[config.mk]
export PLATFORM = sky130hd
export DESIGN_NAME = fp16_minmax_tracker
export DESIGN_NICKNAME = d
export VERILOG_FILES = /design/src/rtl/fp16_minmax_tracker.sv
export SDC_FILE = /design/constraint.sdc
export NUM_CORES = 1
export LEC_CHECK = 0
export ABC_AREA = 1
export BUFFER_PORTS_ARGS = -buffer_cell sky130_fd_sc_hd__buf_2
export CORE_MARGIN = 2
export CORE_UTILIZATION = 55
export DETAILED_ROUTE_END_ITERATION = 10
export GPL_TIMING_DRIVEN = 0
export HOLD_SLACK_MARGIN = 0.15
export MAX_ROUTING_LAYER = met4
export PLACE_DENSITY = 0.85
export SYNTH_ARGS = -nofsm -noshare
export SYNTH_HDL_FRONTEND = slang
export SYNTH_SLANG_ARGS = --single-unit
export TNS_END_PERCENT = 1
[constraint.sdc]
create_clock -name clk -period 2.8 [get_ports clk]
set_input_delay 0.56 -clock clk [delete_from_list [all_inputs] [get_ports clk]]
set_output_delay 0.56 -clock clk [all_outputs]
set_load 0.01 [all_outputs]
[src/rtl/fp16_minmax_tracker.sv]
// fp16_minmax_tracker: per-frame fp16 min/max/count tracker with valid/ready result handshake
module fp16_minmax_tracker #(
  parameter int CNT_W = 8
) (
  input  logic             clk,
  input  logic             rst_n,
  input  logic [15:0]      in_data,
  input  logic             in_valid,
  input  logic             in_last,
  output logic             in_ready,
  output logic [15:0]      out_min,
  output logic [15:0]      out_max,
  output logic [CNT_W-1:0] out_count,
  output logic [CNT_W-1:0] out_nan,
  output logic             out_empty,
  output logic             out_valid,
  input  logic             out_ready,
  output logic [2:0]       last_cmp
);
  typedef enum logic [1:0] {IDLE, ACCUM, HOLD} state_t;
  localparam logic [2:0] LT = 3'b100, GT = 3'b010, EQ = 3'b001;
  state_t state;
  logic [15:0] min_r, max_r, prev_r;
  logic [CNT_W-1:0] cnt, nan_cnt;
  logic acc, nan;
  logic [2:0] c_prev, c_min, c_max;
  function automatic logic [2:0] rel(input logic [15:0] a, input logic [15:0] b);
    logic a_big;
    a_big = a[14:0] > b[14:0];
    return (a[14:0] == 15'd0 && b[14:0] == 15'd0) || a == b ? EQ :
           a[15] != b[15] ? (a[15] ? LT : GT) :
           (a_big ^ a[15]) ? GT : LT;
  endfunction
  assign in_ready  = state != HOLD;
  assign out_valid = state == HOLD;
  assign acc       = in_valid && in_ready;
  assign nan       = &in_data[14:10] && |in_data[9:0];
  assign c_prev    = rel(in_data, prev_r);
  assign c_min     = rel(in_data, min_r);
  assign c_max     = rel(in_data, max_r);
  assign out_min   = min_r;
  assign out_max   = max_r;
  assign out_count = cnt;
  assign out_nan   = nan_cnt;
  always_ff @(posedge clk or negedge rst_n) begin
    if (!rst_n) begin
      state     <= IDLE;
      min_r     <= '0;
      max_r     <= '0;
      prev_r    <= '0;
      cnt       <= '0;
      nan_cnt   <= '0;
      out_empty <= 1'b0;
      last_cmp  <= 3'b000;
    end else if (state == HOLD) begin
      if (out_ready) begin
        state     <= IDLE;
        min_r     <= '0;
        max_r     <= '0;
        prev_r    <= '0;
        cnt       <= '0;
        nan_cnt   <= '0;
        out_empty <= 1'b0;
        last_cmp  <= 3'b000;
      end
    end else if (acc) begin
      if (nan) begin
        nan_cnt  <= nan_cnt + CNT_W'(~&nan_cnt);
        last_cmp <= 3'b000;
      end else if (state == IDLE) begin
        min_r    <= in_data;
        max_r    <= in_data;
        prev_r   <= in_data;
        cnt      <= CNT_W'(1);
        last_cmp <= 3'b000;
      end else begin
        // ties leave the stored extremum alone so the first occurrence wins
        if (c_min == LT) min_r <= in_data;
        if (c_max == GT) max_r <= in_data;
        prev_r   <= in_data;
        cnt      <= cnt + CNT_W'(~&cnt);
        last_cmp <= c_prev;
      end
      if (in_last) begin
        state <= HOLD;
        if (state == IDLE && nan) begin
          out_empty <= 1'b1;
          min_r     <= 16'h7E00;
          max_r     <= 16'h7E00;
        end
      end else if (!nan) begin
        state <= ACCUM;
      end
    end
  end
endmodule

## Yosys cells after proc, flatten, opt, wreduce, memory -nomap -nowiden

Index checks and enable logic that the tools add are counted.

- Input port bits: 21
- Register bits: 70
- Word-level logic and storage cells: 109
- Output and inout bits: 54

- Bitwise gates (word level): 3
- Equal/unequal tests: 13
- Reduce and logical (&&, ||, !) cells: 29
- Order comparisons: 3
- Muxes and demuxes: 51
- Add/subtract/negate cells: 2

Operator list:

| kind | count |
|---|---|
| 16-bit two-way mux | 18 |
| 8-bit two-way mux | 8 |
| 15-bit zero test | 4 |
| 16-bit == test | 3 |
| 15-bit greater-than comparator | 3 |
| 3-bit two-way mux | 15 |
| 8-bit by 1-bit adder with 8-bit output | 2 |
| 8-bit AND reduction | 2 |
| 2-bit two-way mux | 5 |
| 10-bit OR reduction | 1 |
| 3-bit AND reduction | 3 |
| 2-bit nonzero test | 4 |
| 1-bit logical AND | 6 |
| 1-bit two-way mux | 5 |
| 5-bit AND reduction | 1 |
| 2-bit != test (second input constant) | 2 |
| 4-bit AND reduction | 1 |
| 3-bit by 2-bit == test with 1-bit output (second input constant) | 1 |
| 3-bit == test (second input constant) | 1 |
| 1-bit logical OR | 3 |
| 1-bit != test | 3 |
| 3-bit != test (second input constant) | 1 |
| 1-bit bitwise XOR | 3 |
| 2-bit == test (second input constant) | 1 |
| 4 further kinds | 5 |

## Longest topological paths before layout

Gate-level depths: netlist of the first run.

- Depth in word-level cells: 13
- Mapped depth: 18
- Gate-level depth less buffers: 17

## Least setup slack after synthesis of the first run

OpenSTA, ideal clock, no wires.

- Path kind: in2reg
- Start: input in_data[14]
- End: register max_r[14] (netlist: out_max[14])
- Stages: 15
- Setup time: 0.117 ns
- Data required time: 2.683 ns
- Arrival: 1.989 ns
- Path buffers: 1
- Path slack: 0.695 ns
- Cells stage by stage: ha_1 -> nand2_1 -> nor2_1 -> inv_1 -> nor2_1 -> nand3_1 -> nand2_4 -> nor2_4 -> nand3_4 -> nand2_4 -> buf_6 -> nand2_1 -> nand3_1 -> nand2_1 -> nand2_1

- Word-level cells in the longest chain between the ends: 13
- Elaborated cells on any way between the ends: 20
- Those cells by class: 1 x order compare; 2 x eq/ne; 10 x mux; 1 x bitwise; 6 x reduce/logical

Ends and longest elaborated chain:

| element | RTL line | RTL |
|---|---|---|
| start: declaration | 7 | `input logic [15:0] in_data,` |
| 15-bit greater-than comparator | 29 | `a_big = a[14:0] > b[14:0];` |
| 1-bit bitwise XOR | 32 | `(a_big ^ a[15]) ? GT : LT;` |
| 3-bit two-way mux | 32 |  |
| 3-bit two-way mux | 31 | `a[15] != b[15] ? (a[15] ? LT : GT) :` |
| 3-bit two-way mux | 30 | `return (a[14:0] == 15'd0 && b[14:0] == 15'd0) \|\| a == b ? EQ :` |
| 3-bit by 2-bit == test with 1-bit output | 79 | `if (c_max == GT) max_r <= in_data;` |
| 16-bit two-way mux | 79 |  |
| 16-bit two-way mux | 70 | `end else if (state == IDLE) begin` |
| 16-bit two-way mux | 67 | `if (nan) begin` |
| 16-bit two-way mux | 86 | `if (state == IDLE && nan) begin` |
| 16-bit two-way mux (*) | 84 | `if (in_last) begin` |
| 16-bit two-way mux (*) | 66 | `end else if (acc) begin` |
| 16-bit two-way mux (*) | 55 | `end else if (state == HOLD) begin` |
| end signal: assignment | 72 | `max_r <= in_data;` |
| end signal: assignment | 79 |  |
| end: declaration | 23 | `logic [15:0] min_r, max_r, prev_r;` |

Mark *: on every way between the ends. The rest lies on a longest branch, timed or not. The select of a mux whose other input is x is not followed.
A chain may end at the register's enable or synchronous reset.

## Worst setup path in the final report of the first run

- Start: register max_r[6] (netlist: out_max[6])
- End: register max_r[14] (netlist: out_max[14])

- Word-level cells in the longest chain between the ends: 13
- Elaborated cells on any way between the ends: 17
- Those cells by class: 1 x order compare; 2 x eq/ne; 10 x mux; 1 x bitwise; 3 x reduce/logical

Ends and longest elaborated chain:

| element | RTL line |
|---|---|
| 15-bit greater-than comparator | 29 |
| 1-bit bitwise XOR | 32 |
| 3-bit two-way mux | 32 |
| 3-bit two-way mux | 31 |
| 3-bit two-way mux (*) | 30 |
| 3-bit by 2-bit == test with 1-bit output (*) | 79 |
| 16-bit two-way mux (*) | 79 |
| 16-bit two-way mux (*) | 70 |
| 16-bit two-way mux (*) | 67 |
| 16-bit two-way mux | 86 |
| 16-bit two-way mux (*) | 84 |
| 16-bit two-way mux (*) | 66 |
| 16-bit two-way mux (*) | 55 |

Marks and branches as above.

==> results of run 1 <==
==> cells in the final DEF (no fill, tap or decap), types with 2 or more instances in the layout <==
master	n
sky130_fd_sc_hd__nor2_1	48
sky130_fd_sc_hd__a21oi_1	23
sky130_fd_sc_hd__nand3_4	2
sky130_fd_sc_hd__ha_1	49
sky130_fd_sc_hd__nand3_1	83
sky130_fd_sc_hd__nand2_4	3
sky130_fd_sc_hd__nor4_1	3
sky130_fd_sc_hd__nor2_2	5
sky130_fd_sc_hd__nor2_4	5
sky130_fd_sc_hd__buf_2	77
sky130_fd_sc_hd__buf_4	3
sky130_fd_sc_hd__clkbuf_1	6
sky130_fd_sc_hd__xnor2_1	2
sky130_fd_sc_hd__clkinv_4	2
sky130_fd_sc_hd__clkinv_1	2
sky130_fd_sc_hd__clkbuf_8	9
sky130_fd_sc_hd__xor2_1	6
sky130_fd_sc_hd__dfrtp_1	70
sky130_fd_sc_hd__inv_4	2
sky130_fd_sc_hd__o22ai_1	4
sky130_fd_sc_hd__o21a_1	2
sky130_fd_sc_hd__inv_2	6
sky130_fd_sc_hd__nand2_1	222
sky130_fd_sc_hd__o21ai_0	26
sky130_fd_sc_hd__nand2_2	7
sky130_fd_sc_hd__buf_6	3
sky130_fd_sc_hd__inv_1	97
sky130_fd_sc_hd__nor3_1	5
sky130_fd_sc_hd__nand4_1	8
==> sequential cells by signal, indices dropped and copies added (netlist names) <==
name / flops
out_nan: 8
out_min: 16
state: 2
prev_r: 16
out_count: 8
out_max: 16
last_cmp: 3
out_empty: 1
==> cells in the mapped netlist (2+ instances only) <==
library cell,instances
sky130_fd_sc_hd__nor2_1,48
sky130_fd_sc_hd__nor2_4,5
sky130_fd_sc_hd__nand3_4,2
sky130_fd_sc_hd__nor2_2,5
sky130_fd_sc_hd__o21a_1,2
sky130_fd_sc_hd__nand2_1,222
sky130_fd_sc_hd__buf_4,2
sky130_fd_sc_hd__inv_4,2
sky130_fd_sc_hd__buf_2,5
sky130_fd_sc_hd__nand2_2,7
sky130_fd_sc_hd__o21ai_0,26
sky130_fd_sc_hd__ha_1,49
sky130_fd_sc_hd__o22ai_1,4
sky130_fd_sc_hd__nand3_1,83
sky130_fd_sc_hd__clkinv_1,2
sky130_fd_sc_hd__nor4_1,3
sky130_fd_sc_hd__inv_2,6
sky130_fd_sc_hd__nand2_4,3
sky130_fd_sc_hd__a21oi_1,23
sky130_fd_sc_hd__xnor2_1,2
sky130_fd_sc_hd__clkbuf_1,4
sky130_fd_sc_hd__buf_6,3
sky130_fd_sc_hd__nor3_1,5
sky130_fd_sc_hd__dfrtp_1,70
sky130_fd_sc_hd__inv_1,97
sky130_fd_sc_hd__xor2_1,6
sky130_fd_sc_hd__nand4_1,8
==> critical path, delay by kind of cell (launching register included) <==
| kind | cells | cell delay (ns) |
|---|---|---|
| DFF | 1 | 0.38 |
| and+or+nand+nor | 11 | 1.39 |
| adders and majority gates | 1 | 0.30 |
| buffers and inverters | 2 | 0.24 |
==> power groups by stage <==
stage                     combinational, mW  sequential (mW)  clock (mW)
after floorplan                        1.97             1.78           0
after global placement                 2.83             1.70           0
after detailed placement               2.96             1.73           0
after CTS                              2.99             1.71       0.820
after global routing                   3.44             1.77       0.869
final                                  3.02             1.72       0.815
==> cells by family after synthesis <==
logic type	after synthesis
xor gates and xnor gates	8
and+or+nand+nor	397
DFF	70
buffers and inverters	122
AOI/OAI and AO/OA	62
adders and majority gates	49
==> worst max path at each step <==
stage	start	cells past startpoint	endpoint
after floorplan	in_data[14]	15	out_max[14]$_DFFE_PN0P_
after global placement	in_data[0]	15	out_max[14]$_DFFE_PN0P_
after detailed placement	in_data[0]	15	out_max[14]$_DFFE_PN0P_
after CTS	out_max[6]$_DFFE_PN0P_	14	out_max[14]$_DFFE_PN0P_
after global routing	out_max[14]$_DFFE_PN0P_	15	out_max[7]$_DFFE_PN0P_
final	out_max[6]$_DFFE_PN0P_	14	out_max[14]$_DFFE_PN0P_
==> area by class of cell <==
cell class | instances | share of cell area (%)
clock buffer | 11 | 2.287
sequential | 70 | 30.49
clock inverter | 5 | 1.046
inverter | 107 | 7.079
buffer | 15 | 1.612
timing repair buffer | 73 | 6.404
tap | 108 | 2.352
multi-input combinational | 516 | 48.73
==> metal layers <==
| metal | up-vias | GRT usage [%] |
|---|---|---|
| met4 | 0 | 11.38 |
| li1 | 2427 | - |
| met5 | - | - |
| met3 | 34 | 4.526 |
| met2 | 226 | 46.62 |
| met1 | 2347 | 37.20 |
==> results list, run 1 <==
- TritonCTS built the clock tree.
- Vias per std cell: 5.562
- The count of pins over their slew limit came to 0.
- Peak supply drop: 516.8 µV
* Final count of hold timing violations: 0
* Maximum operating frequency: 412.9 MHz
- Sequential area share after synthesis: 34.69%
- Post-CTS setup-driven buffer insertion count: 0
- Between clock sinks in the finished design, the worst skew comes to 0.009586 ns.
* Leak Pwr: 3.200 nW
* Proportion of netlist area held by the largest area contributor: 34.69%
* Starting density of the core: 57.35%
- In the routed design, unresolved DRC markers number 0.
* Cts hold-fix bufs: 0
* Net Switching: 2.681 mW
* RSZ-0062 raised after global routing: false
* Insertion delay of the later-clocked pin in the worst-skew pair: 0.35 ns
- Finished Core Util: 65.23%
- Wire segments on met2 add up to 6.307 mm in the final route.
* Global-route wire length before repair: 22.62 mm
- Input and output buffers added on the ports amount to 73.
- Sorting the synthesized cells by area gives the leading types as sky130_fd_sc_hd__dfrtp_1 (35%), sky130_fd_sc_hd__nand2_1 (17%), sky130_fd_sc_hd__ha_1 (12%).
* Setup slack on the worst flop-to-flop path: 0.38 ns
* Number of buffers added by the clock tree synthesis step: 9
- The path class of the tightest hold or removal check is primary input to async pin.
* Cell Int Power: 2.874 mW
- Combinational family with the most area after synthesis: simple AND/OR/NAND/NOR gates
- Multiplexer share of the synthesized area: 0%
- Part of the power in the clock network: 14.7%
* Filler cells: 755
- The first TritonRoute pass finished after 7 iterations.
- Setup violations remaining at the end of the flow were counted as 0.
- Post-route worst hold slack: 0.3252 ns
- Total placed instance area: 5553 µm²
* Max-Slew Margin vs Limit: 40.93%
- Entering global routing, the biggest net connects 71 pins.
* Proportion of layout cells with a drive suffix above 1: 16.31%
- 75 I/O pins were placed.
* Final cell count without fillers: 905
- Path type of the worst setup path: flip-flop to flip-flop
* Final clock period utilization by the worst path: 86.49%
* Depth of the worst register-to-register path: 14
- Top routing layer used: met4
- In the synthesized netlist the dominant register cell turns out to be sky130_fd_sc_hd__dfrtp_1.
- Counting flops with an async set or reset pin after synthesis yields a share of 100.0%.
- Area used by sequential logic in the layout: 1752 µm²
* Nature of the critical path endpoint: flip-flop
- Yosys mapped a number of flops with a built-in enable equal to 0.
- The congestion estimate from routability-driven global placement came to 0.9381.
- Net switching is 48.27% of the power.
- After Yosys synthesis, and, or, nand and nor cells account for 35.23% of the synthesized area.
- Synth Area in Compound Gates: 6.665%
* Total Die Area: 9964 µm²
- In this run the number of H-tree levels came out at 3.
- Prior to clock tree synthesis, the placed netlist has a worst setup slack of 0.1533 ns.
* Data required time of the worst path: 3.04 ns
- Placed wire-length estimate after detailed placement: 10.26 mm
- DRT antenna net count: 0
* Most common cell on crit path: sky130_fd_sc_hd__nand2_1
* Wire length after detailed routing: 13.46 mm
* Final critical delay including setup and external delays: 2.422 ns
* Routed length on met1: 5.754 mm
* CTS-repair resized insts: 0
- Aggregate negative setup slack: 0 ns
- Library cell occupying the most area in the post-synthesis netlist: sky130_fd_sc_hd__dfrtp_1
* Footprint of the multi-input gates: 2799 µm²
* Share of power burned in combinational logic: 54.3%
* Startpoint kind of the worst setup timing path: flip-flop
* Data arrival time of the critical path: 2.66 ns
- Row generation in the floorplan step produced 34 rows.
- Die height: 99.82 µm
- Core Box Area: 8806 µm²
- Yosys mapped the design onto 41 distinct sky130hd cell types.
- Arithmetic-cell share of the synthesized area counting full adders, half adders and majority gates: 12.14%
* Number of global-route vias before repair: 4,984
* Antenna Cells: 0
* Die span in x: 99.82 µm
* Number of storage elements in the synthesis netlist: 70
* Post-Syn Nets: 778
- Total power: 5.555 mW
* Total global-route track usage: 29.05%
* Critical Path Slowest Stage Cell: sky130_fd_sc_hd__nor3_1
- In the synthesized netlist, the number of instances is 708.
- In this run the deepest clock path goes through 2 buffers.
- Each instance of the synthesized netlist takes up on average 7.133 µm².
- CTS saw 70 sinks.
- Least-Margin Pin Slew: 0.8860 ns
* Placed Cells incl. Taps: 889
* Net count of the finished layout: 862
- Register clock-pin slew on the reported worst setup and hold paths: 0.08 ns
- Clock root buffer: sky130_fd_sc_hd__clkbuf_8
* Layout overhead on the synthesized area: 13.75%
* Final instance area: 5744 µm²
- Along the worst path, the maximum fanout reaches 10.
- The flow ran to the end, and the final reports show no timing, DRC or antenna violations.
- The worst register-to-register path begins at out_max[6]$_DFFE_PN0P_.
* End of the worst register-to-register path: out_max[14]$_DFFE_PN0P_
- Pwr per Cell Area: 967.0 nW/µm²
- Delay contributed by the slowest stage of the critical path: 0.45 ns
- In the detailed route, the total length drawn on met3 is 1.069 mm.
* Detailed Route Iter0 Violations: 348
* Post-route setup slack: 0.3782 ns
- Detailed routing inserted a total of 5,034 vias.
* Share of the synthesized netlist area taken by xor and xnor gates: 1.388%
* Wire length per cell after detailed routing: 14.87 µm
- During synthesis, Yosys emitted a total of 0 warnings.
- GRT Residual Overflow: 0
- Antenna violations before repair: 0
- The mapped netlist covers 5050 µm².
* Maxcap violations: 0
- Sequential group share of total power: 31.0%
* CP Cell Sequence: inv_1 -> ha_1 -> nand2_1 -> nor3_1 -> nand3_1 -> nand2_4 -> nor2_4 -> nand3_4 -> nand2_4 -> buf_6 -> nand2_1 -> nand3_1 -> nand2_1 -> nand2_1
No activity file was read; power rests on OpenSTA's default activity.
==> inputs of run 2 (changes only) <==
REMOVE_ABC_BUFFERS = 1   (was not set)
==> run 2 against run 1 <==
Final cell count shrank 1.4%. Clock power grew 15%. Sequential power is essentially flat. Non-clock buffer count shrank 13. Fmax grew 2.9%. Global-route usage shrank 0.87 points. Power shrank 0.49%. Register-to-register slack gained 0.07 ns. Flip-flop and latch count is the same. Critical path type unchanged. Largest cell class unchanged.
==> results list, run 2 (synthesis gave the netlist of run 1 again) <==
* Outcome: complete, no violations (unchanged)
- Total power: 5.528 mW (was 5.555 mW)
- The number of cell instances on the worst register-to-register path is 15 (was 14).
- Die height: 99.82 µm (unchanged)
- Commonest non-fill, non-tap cells in the layout: sky130_fd_sc_hd__nand2_1 (222), sky130_fd_sc_hd__inv_1 (97), sky130_fd_sc_hd__nand3_1 (83), sky130_fd_sc_hd__buf_2 (73), sky130_fd_sc_hd__dfrtp_1 (70) (was sky130_fd_sc_hd__nand2_1 (222), sky130_fd_sc_hd__inv_1 (97), sky130_fd_sc_hd__nand3_1 (83), sky130_fd_sc_hd__buf_2 (77), sky130_fd_sc_hd__dfrtp_1 (70)).
- The count of final setup violators is 0 (unchanged).
- RSZ-0062 raised after global routing: false (unchanged).
- The placement-stage cell area was 5493 µm² (was 5553 µm²).
* Placement Setup Slack: 0.1490 ns (was 0.1533 ns)
* Final count of hold timing violations: 0 (unchanged)
- Final instance area: 5718 µm² (was 5744 µm²)
- Total Die Area: 9964 µm² (unchanged)
- Aggregate negative setup slack: 0 ns (unchanged)
* Number of global-route vias before repair: 4,783 (was 4,984)
- Register clock-pin slew on the reported worst setup and hold paths: 0.08 ns (about the same)
* Post-CTS setup-driven buffer insertion count: 0 (unchanged)
- The portion of total power attributed to the clock network is 16.9% (was 14.7%).
* Filler cells: 779 (was 755)
- Starting density of the core: 57.35% (unchanged)
- CTS tree: built (unchanged)
- Hold crit path type: primary input to async pin (unchanged)
- The count of pins over their slew limit is 0 (unchanged).
- The number of routed nets with antenna violations is 0 (unchanged).
- Routability congestion estimate: 0.8621 (was 0.9381)
- Insertion delay of the later-clocked pin in the worst-skew pair: 0.37 ns (was 0.35 ns)
* Net count of the finished layout: 849 (was 862)
- The power density of the placed cells was 966.7 nW/µm² (was 967.0 nW/µm²).
- The data required time of the worst path was 3.05 ns (was 3.04 ns).
- The maximum achievable frequency came to 424.9 MHz (was 412.9 MHz).
- The switching power share of the total is 47.74% (was 48.27%).
- The count of placed standard cells including taps is 876 (was 889).
* Total vias in the final route: 4,952 (was 5,034)
- H-Tree Depth: 3 (unchanged)
* Startpoint kind of the worst setup timing path: flip-flop (unchanged)
- The quantity of I/O buffers inserted on ports was 74 (was 73).
- The logic gate share of total power came to 51.8% (was 54.3%).
- The aggregate routed wire length was 12.87 mm (was 13.46 mm).
- The global-route wire length before repair is 22.10 mm (was 22.62 mm).
- Post-route worst hold slack: 0.1941 ns (was 0.3252 ns)
- The number of buffers on the longest clock path came to 2 (unchanged).
- Boundary Pins: 75 (unchanged)
- Max-Slew Margin vs Limit: 56.25% (was 40.93%)
* Proportion of layout cells with a drive suffix above 1: 15.94% (was 16.31%)
* Final critical delay including setup and external delays: 2.354 ns (was 2.422 ns)
- Final clock period utilization by the worst path: 84.06% (was 86.49%)
* Number of optimization iterations in the first detailed-route pass: 5 (was 7)
- Net Switching: 2.639 mW (was 2.681 mW)
* Crit path max fanout: 16 (was 10)
- The endpoint of the worst-slack reg-to-reg timing path was out_max[1]$_DFFE_PN0P_ (was out_max[14]$_DFFE_PN0P_).
- Finished Core Util: 64.93% (was 65.23%)
- Antenna Cells: 0 (unchanged)
- The largest net degree at the start of global routing came to 71 (unchanged).
- The detailed router's first-iteration violation count came to 353 (was 348).
- The number of vias per cell after detailed routing is 5.552 (was 5.562).
- Wire length per cell after detailed routing: 14.43 µm (was 14.87 µm)
- Commonest non-fill, non-tap cell in the layout: sky130_fd_sc_hd__nand2_1 (unchanged)
- The internal power consumption was 2.889 mW (was 2.874 mW).
- Path type of the worst setup path: flip-flop to flip-flop (unchanged)
- Clock root buffer: sky130_fd_sc_hd__clkbuf_8 (unchanged)
- Sequential group share of total power: 31.3% (was 31.0%)
- Clock Sinks: 70 (unchanged)
- The worst setup margin was 0.4463 ns (was 0.3782 ns).
- Site Rows: 34 (unchanged)
* Antenna violations before repair: 0 (unchanged)
- Final cell count without fillers: 892 (was 905)
- The total half-perimeter wirelength after legalization and detailed placement came to 9.357 mm (was 10.26 mm).
* Reg2Reg Launch Point: out_max[14]$_DFFE_PN0P_ (was out_max[6]$_DFFE_PN0P_)
- The static power due to leakage came to 3.175 nW (was 3.200 nW).
- Data arrival time of the critical path: 2.61 ns (was 2.66 ns)
- The clock tree skew after final layout came to 0.01410 ns (was 0.009586 ns).
- Layout overhead on the synthesized area: 13.23% (was 13.75%)
- Total global-route track usage: 28.18% (was 29.05%)
- Maxcap violations: 0 (unchanged)
* GRT Residual Overflow: 0 (unchanged)
- Least-Margin Pin Slew: 0.6549 ns (was 0.8860 ns)
* DRC violations left: 0 (unchanged)
- Setup slack on the worst flop-to-flop path: 0.45 ns (was 0.38 ns)
- The die outline width came to 99.82 µm (unchanged).
* Nature of the critical path endpoint: flip-flop (unchanged)
- Number of buffers added by the clock tree synthesis step: 9 (unchanged)
* Peak supply drop: 441.6 µV (was 516.8 µV)
- The core area came to 8806 µm² (unchanged).
==> run 2: cell count changes in the layout (fill, tap and decap cells not counted), sizes merged <==
cell / change
clkbuf: -6
clkinv: -2
inv: +1
clkinvlp: +2
buf: -9
bufinv: +1
==> run 2: how the worst max path moves through the flow <==
stage | from | to | slack, ns
finish | out_max[14]$_DFFE_PN0P_ | out_max[1]$_DFFE_PN0P_ | 0.45
global route | out_max[14]$_DFFE_PN0P_ | out_max[8]$_DFFE_PN0P_ | 0.24
CTS | state[0]$_DFFE_PN0P_ | last_cmp[2]$_DFFE_PN0P_ | 0.21
detailed placement | in_valid | last_cmp[2]$_DFFE_PN0P_ | 0.15
global placement | in_data[14] | out_max[6]$_DFFE_PN0P_ | 0.24
floorplan | in_data[14] | out_max[0]$_DFFE_PN0P_ | 0.71
==> run 2: repair_timing <==
item	in CTS	in global routing
hold buffers	0	0
resized for setup	0	1
endpoints found under the hold margin	0	0
endpoints found under the setup margin	0	2
==> run 2: power by group through the flow <==
| stage | Sequential [mW] | Combinational [mW] | Clock (mW) |
|---|---|---|---|
| floorplan | 1.79 | 1.86 | 0 |
| global placement | 1.72 | 2.68 | 0 |
| detailed placement | 1.74 | 2.82 | 0 |
| CTS | 1.72 | 2.85 | 0.945 |
| global route | 1.78 | 3.27 | 0.989 |
| finish | 1.73 | 2.87 | 0.935 |
==> run 2: final cells by class <==
cell class / count / area, µm² / share of cell area, %
Timing Repair Buffer: 75 / 400.4 / 7.002
Sequential cell: 70 / 1752 / 30.63
Clock inverter: 7 / 97.59 / 1.707
Inverter: 107 / 410.4 / 7.177
Tap cell: 108 / 135.1 / 2.363
Clock buffer: 9 / 123.9 / 2.166
Multi-Input combinational cell: 516 / 2799 / 48.95
==> run 2: worst max-delay path, cell delays in order, from the launching register on <==
cell                      delay [ns]
sky130_fd_sc_hd__dfrtp_1        0.41
sky130_fd_sc_hd__inv_1          0.08
sky130_fd_sc_hd__ha_1           0.30
sky130_fd_sc_hd__nand2_1        0.07
sky130_fd_sc_hd__nor2_1         0.13
sky130_fd_sc_hd__inv_1          0.05
sky130_fd_sc_hd__nor2_1         0.20
sky130_fd_sc_hd__nand3_1        0.16
sky130_fd_sc_hd__nand2_4        0.11
sky130_fd_sc_hd__nor2_4         0.05
sky130_fd_sc_hd__nand3_4        0.13
sky130_fd_sc_hd__nand2_4        0.15
sky130_fd_sc_hd__inv_2          0.19
sky130_fd_sc_hd__nand2_1        0.08
sky130_fd_sc_hd__nand3_1        0.07
sky130_fd_sc_hd__nand2_1        0.05
==> run 2: metal layers <==
layer | GRT usage [%] | vias to the layer above | share of wire [%]
met1 | 35.09 | 2319 | 42
met2 | 47.25 | 181 | 48
met4 | 9.273 | 0 | 2.5
met5 | - | - | 0
met3 | 4.387 | 38 | 7.0
li1 | - | 2414 | -
==> inputs of run 3 (changes only) <==
clock period = 2.3 ns   (was 2.8 ns; I/O delays follow)
==> run 3 against run 2 <==
Flip-flop and latch count unchanged. Combinational power increased by 26%. Routed wire length increased by 1.2%. Sequential share of layout area decreased by 0.43 points. Clock power grew 23%. Clock skew about the same. Die area is the same. Fmax increased by 6.7%. Sequential power grew 21%. Utilization rose by 1.0 points. Register-to-register slack worse by 0.35 ns. Critical path type unchanged. Largest power group unchanged. Highest routed layer unchanged.
==> results list, run 3 (synthesis gave the netlist of run 1 again) <==
- The starting density of the core was 57.35% (unchanged).
- Post-route worst hold slack: 0.4126 ns (was 0.1941 ns)
* Number of global-route vias before repair: 4,783 (unchanged)
- Outcome: complete, no violations (unchanged).
- Antenna violations before repair: 0 (unchanged)
- The final period utilization was 95.90% (was 84.06%).
- The pin slew with the least headroom to its limit is 0.5154 ns (was 0.6549 ns).
* Commonest non-fill, non-tap cells in the layout: sky130_fd_sc_hd__nand2_1 (222), sky130_fd_sc_hd__inv_1 (95), sky130_fd_sc_hd__nand3_1 (83), sky130_fd_sc_hd__buf_2 (73), sky130_fd_sc_hd__dfrtp_1 (68) (was sky130_fd_sc_hd__nand2_1 (222), sky130_fd_sc_hd__inv_1 (97), sky130_fd_sc_hd__nand3_1 (83), sky130_fd_sc_hd__buf_2 (73), sky130_fd_sc_hd__dfrtp_1 (70))
- Detailed Route Iter0 Violations: 358 (was 353)
- Register clock-pin slew on the reported worst setup and hold paths: 0.09 ns (was 0.08 ns)
- GRT Residual Overflow: 0 (unchanged)
- Layout overhead on the synthesized area: 14.99% (was 13.23%)
* CTS tree: built (unchanged)
- H-Tree Depth: 3 (unchanged)
* Die span in x: 99.82 µm (unchanged)
* Count of final max-slew check failures: 0 (unchanged)
- Clock buffer depth: 2 (unchanged)
- The standard-cell row count is 34 (unchanged).
- Global-route wire length before repair: 22.10 mm (unchanged)
- Delay contributed by the slowest stage of the critical path: 0.41 ns (about the same)
- The number of vias per cell after detailed routing is 5.516 (was 5.552).
- Boundary Pins: 75 (unchanged)
- Proportion of layout cells with a drive suffix above 1: 17.32% (was 15.94%)
- Placed wire-length estimate after detailed placement: 9.357 mm (unchanged)
* Leak Pwr: 3.203 nW (was 3.175 nW)
- Final count of hold timing violations: 0 (unchanged)
* Port Buffers: 74 (unchanged)
- The nature of the critical path endpoint is a flip-flop (unchanged).
- The core area is 8806 µm² (unchanged).
- The placer congestion estimate is 0.8621 (unchanged).
* Total power: 6.874 mW (was 5.528 mW)
- CP Cell Sequence: inv_1 -> ha_1 -> nand2_1 -> nor2_1 -> inv_1 -> nor2_2 -> nand3_1 -> nand2_4 -> nor2_4 -> nand3_4 -> nand2_8 -> inv_4 -> nand2_1 -> nand3_1 -> nand2_1 (was inv_1 -> ha_1 -> nand2_1 -> nor2_1 -> inv_1 -> nor2_1 -> nand3_1 -> nand2_4 -> nor2_4 -> nand3_4 -> nand2_4 -> inv_2 -> nand2_1 -> nand3_1 -> nand2_1)
- The worst endpoint data arrival time was 2.46 ns (was 2.61 ns).
- The worst-case headroom to the max-slew limit was 65.60% (was 56.25%).
- Hold crit path type: primary input to flip-flop (was primary input to async pin)
* Aggregate negative setup slack: 0 ns (unchanged)
- The cell repeated most along the worst path was sky130_fd_sc_hd__nand2_1 (unchanged).
- Insertion delay of the later-clocked pin in the worst-skew pair: 0.37 ns (about the same)
* Setup slack on the worst flop-to-flop path: 0.09 ns (was 0.45 ns)
- The global-route total usage across every layer came to 28.18% (unchanged).
- The startpoint type of the worst setup path is a flip-flop (unchanged).
- The number of filler cells placed in the layout was 765 (was 779).
* Number of buffers added by the clock tree synthesis step: 9 (unchanged)
- Net count of the finished layout: 856 (was 849)
- Maximum operating frequency: 453.4 MHz (was 424.9 MHz)
- Maxcap violations: 0 (unchanged)
- The master cell of the clock root buffer was sky130_fd_sc_hd__clkbuf_8 (unchanged).
- Die height: 99.82 µm (unchanged)
* DRC violations left: 0 (unchanged)
- The clock sink total came to 70 (unchanged).
- DRT antenna net count: 0 (unchanged)
- The antenna diode count came to 0 (unchanged).
- The cell at the slowest stage of the critical path was sky130_fd_sc_hd__dfrtp_1 (unchanged).
* Number of endpoints failing setup at the final stage: 0 (unchanged)
* Path type of the worst setup path: flip-flop to flip-flop (unchanged)
* Wire length after detailed routing: 13.03 mm (was 12.87 mm)
* Total vias in the final route: 4,959 (was 4,952)
- The number of iterations in the first detailed-routing pass is 5 (unchanged).
- Clock skew after layout: 0.01433 ns (was 0.01410 ns)
- The worst voltage drop across the vdd grid was 537.4 µV (was 441.6 µV).
* Footprint of the multi-input gates: 2824 µm² (was 2799 µm²)
* Area used by sequential logic in the layout: 1754 µm² (was 1752 µm²)
- The highest net fanout along the worst path was 16 (unchanged).
* RSZ-0062 raised after global routing: true (was false)
- Data required time of the worst path: 2.55 ns (was 3.05 ns)
- Total Die Area: 9964 µm² (unchanged)
- The clock period minus worst slack was 2.206 ns (was 2.354 ns).
* Wire length per cell after detailed routing: 14.49 µm (was 14.43 µm)
- Pwr per Cell Area: 1184 nW/µm² (was 966.7 nW/µm²)
* Maximum number of pins on one net before global-route repair: 71 (unchanged)
- The most common library cell in the layout ignoring fill and taps was sky130_fd_sc_hd__nand2_1 (unchanged).
run 3: repair_timing:
item | CTS | global route
hold endpoints to repair | 70 | 0
hold buffers | 1 | 0
endpoints found under the setup margin | 34 | 34
gates resized for setup | 2 | 9
pin swaps | 0 | 2
setup buffers | 0 | 6
run 3: cell type report:
cell class | count | area share (%)
Tap cell | 108 | 2.327
Inverter | 107 | 7.175
Sequential cell | 70 | 30.21
Clock inverter | 7 | 1.681
Timing Repair Buffer | 82 | 7.843
Clock buffer | 9 | 2.133
Multi-Input combinational cell | 516 | 48.63
run 3: final timing paths:
kind / startpoint / cells past startpoint / end
min reg2reg: last_cmp[1]$_DFFE_PN0P_ / 2 / last_cmp[1]$_DFFE_PN0P_
min: in_last / 3 / state[1]$_DFFE_PN0P_
min in group asynchronous: rst_n / 3 / prev_r[7]$_DFFE_PN0P_
max: out_max[14]$_DFFE_PN0P_ / 15 / out_max[1]$_DFFE_PN0P_
max in group asynchronous: rst_n / 3 / out_min[12]$_DFFE_PN0P_
max reg2reg: out_max[14]$_DFFE_PN0P_ / 15 / out_max[1]$_DFFE_PN0P_
run 3: metrics by stage:
stage          util [%]  area, µm²  std cells  setup WS (ns)
3_3_place_gp      62.03       5463        875        -0.1625
4_1_cts           65.05       5728        893        0.02436
5_1_grt           65.94       5807        899       -0.08758
3_5_place_dp      62.38       5493        876        -0.2510
6_report          65.94       5807        899        0.09429
2_1_floorplan         -       4957        693         0.2893
run 3: worst max-delay path: cells and delay by family (launching register included):
family | cells | cell delay, ns
simple gates | 11 | 1.09
buf+inv | 3 | 0.28
flops | 1 | 0.41
fa+ha+maj | 1 | 0.30
run 3: report_power, final:
part / total (mW) / internal, mW / switching (mW)
Sequential: 2.10 / 1.69 / 0.416
Combinational: 3.62 / 1.30 / 2.33
Clock: 1.15 / 0.614 / 0.533
Total: 6.87 / 3.60 / 3.28
run 3: per-layer routing:
metal	global-route usage, %	up-vias	wire, µm
met4	9.273	0	311
met2	47.25	157	6314
met3	4.318	35	779
met5	-	-	0
li1	-	2422	-
met1	35.14	2345	5622
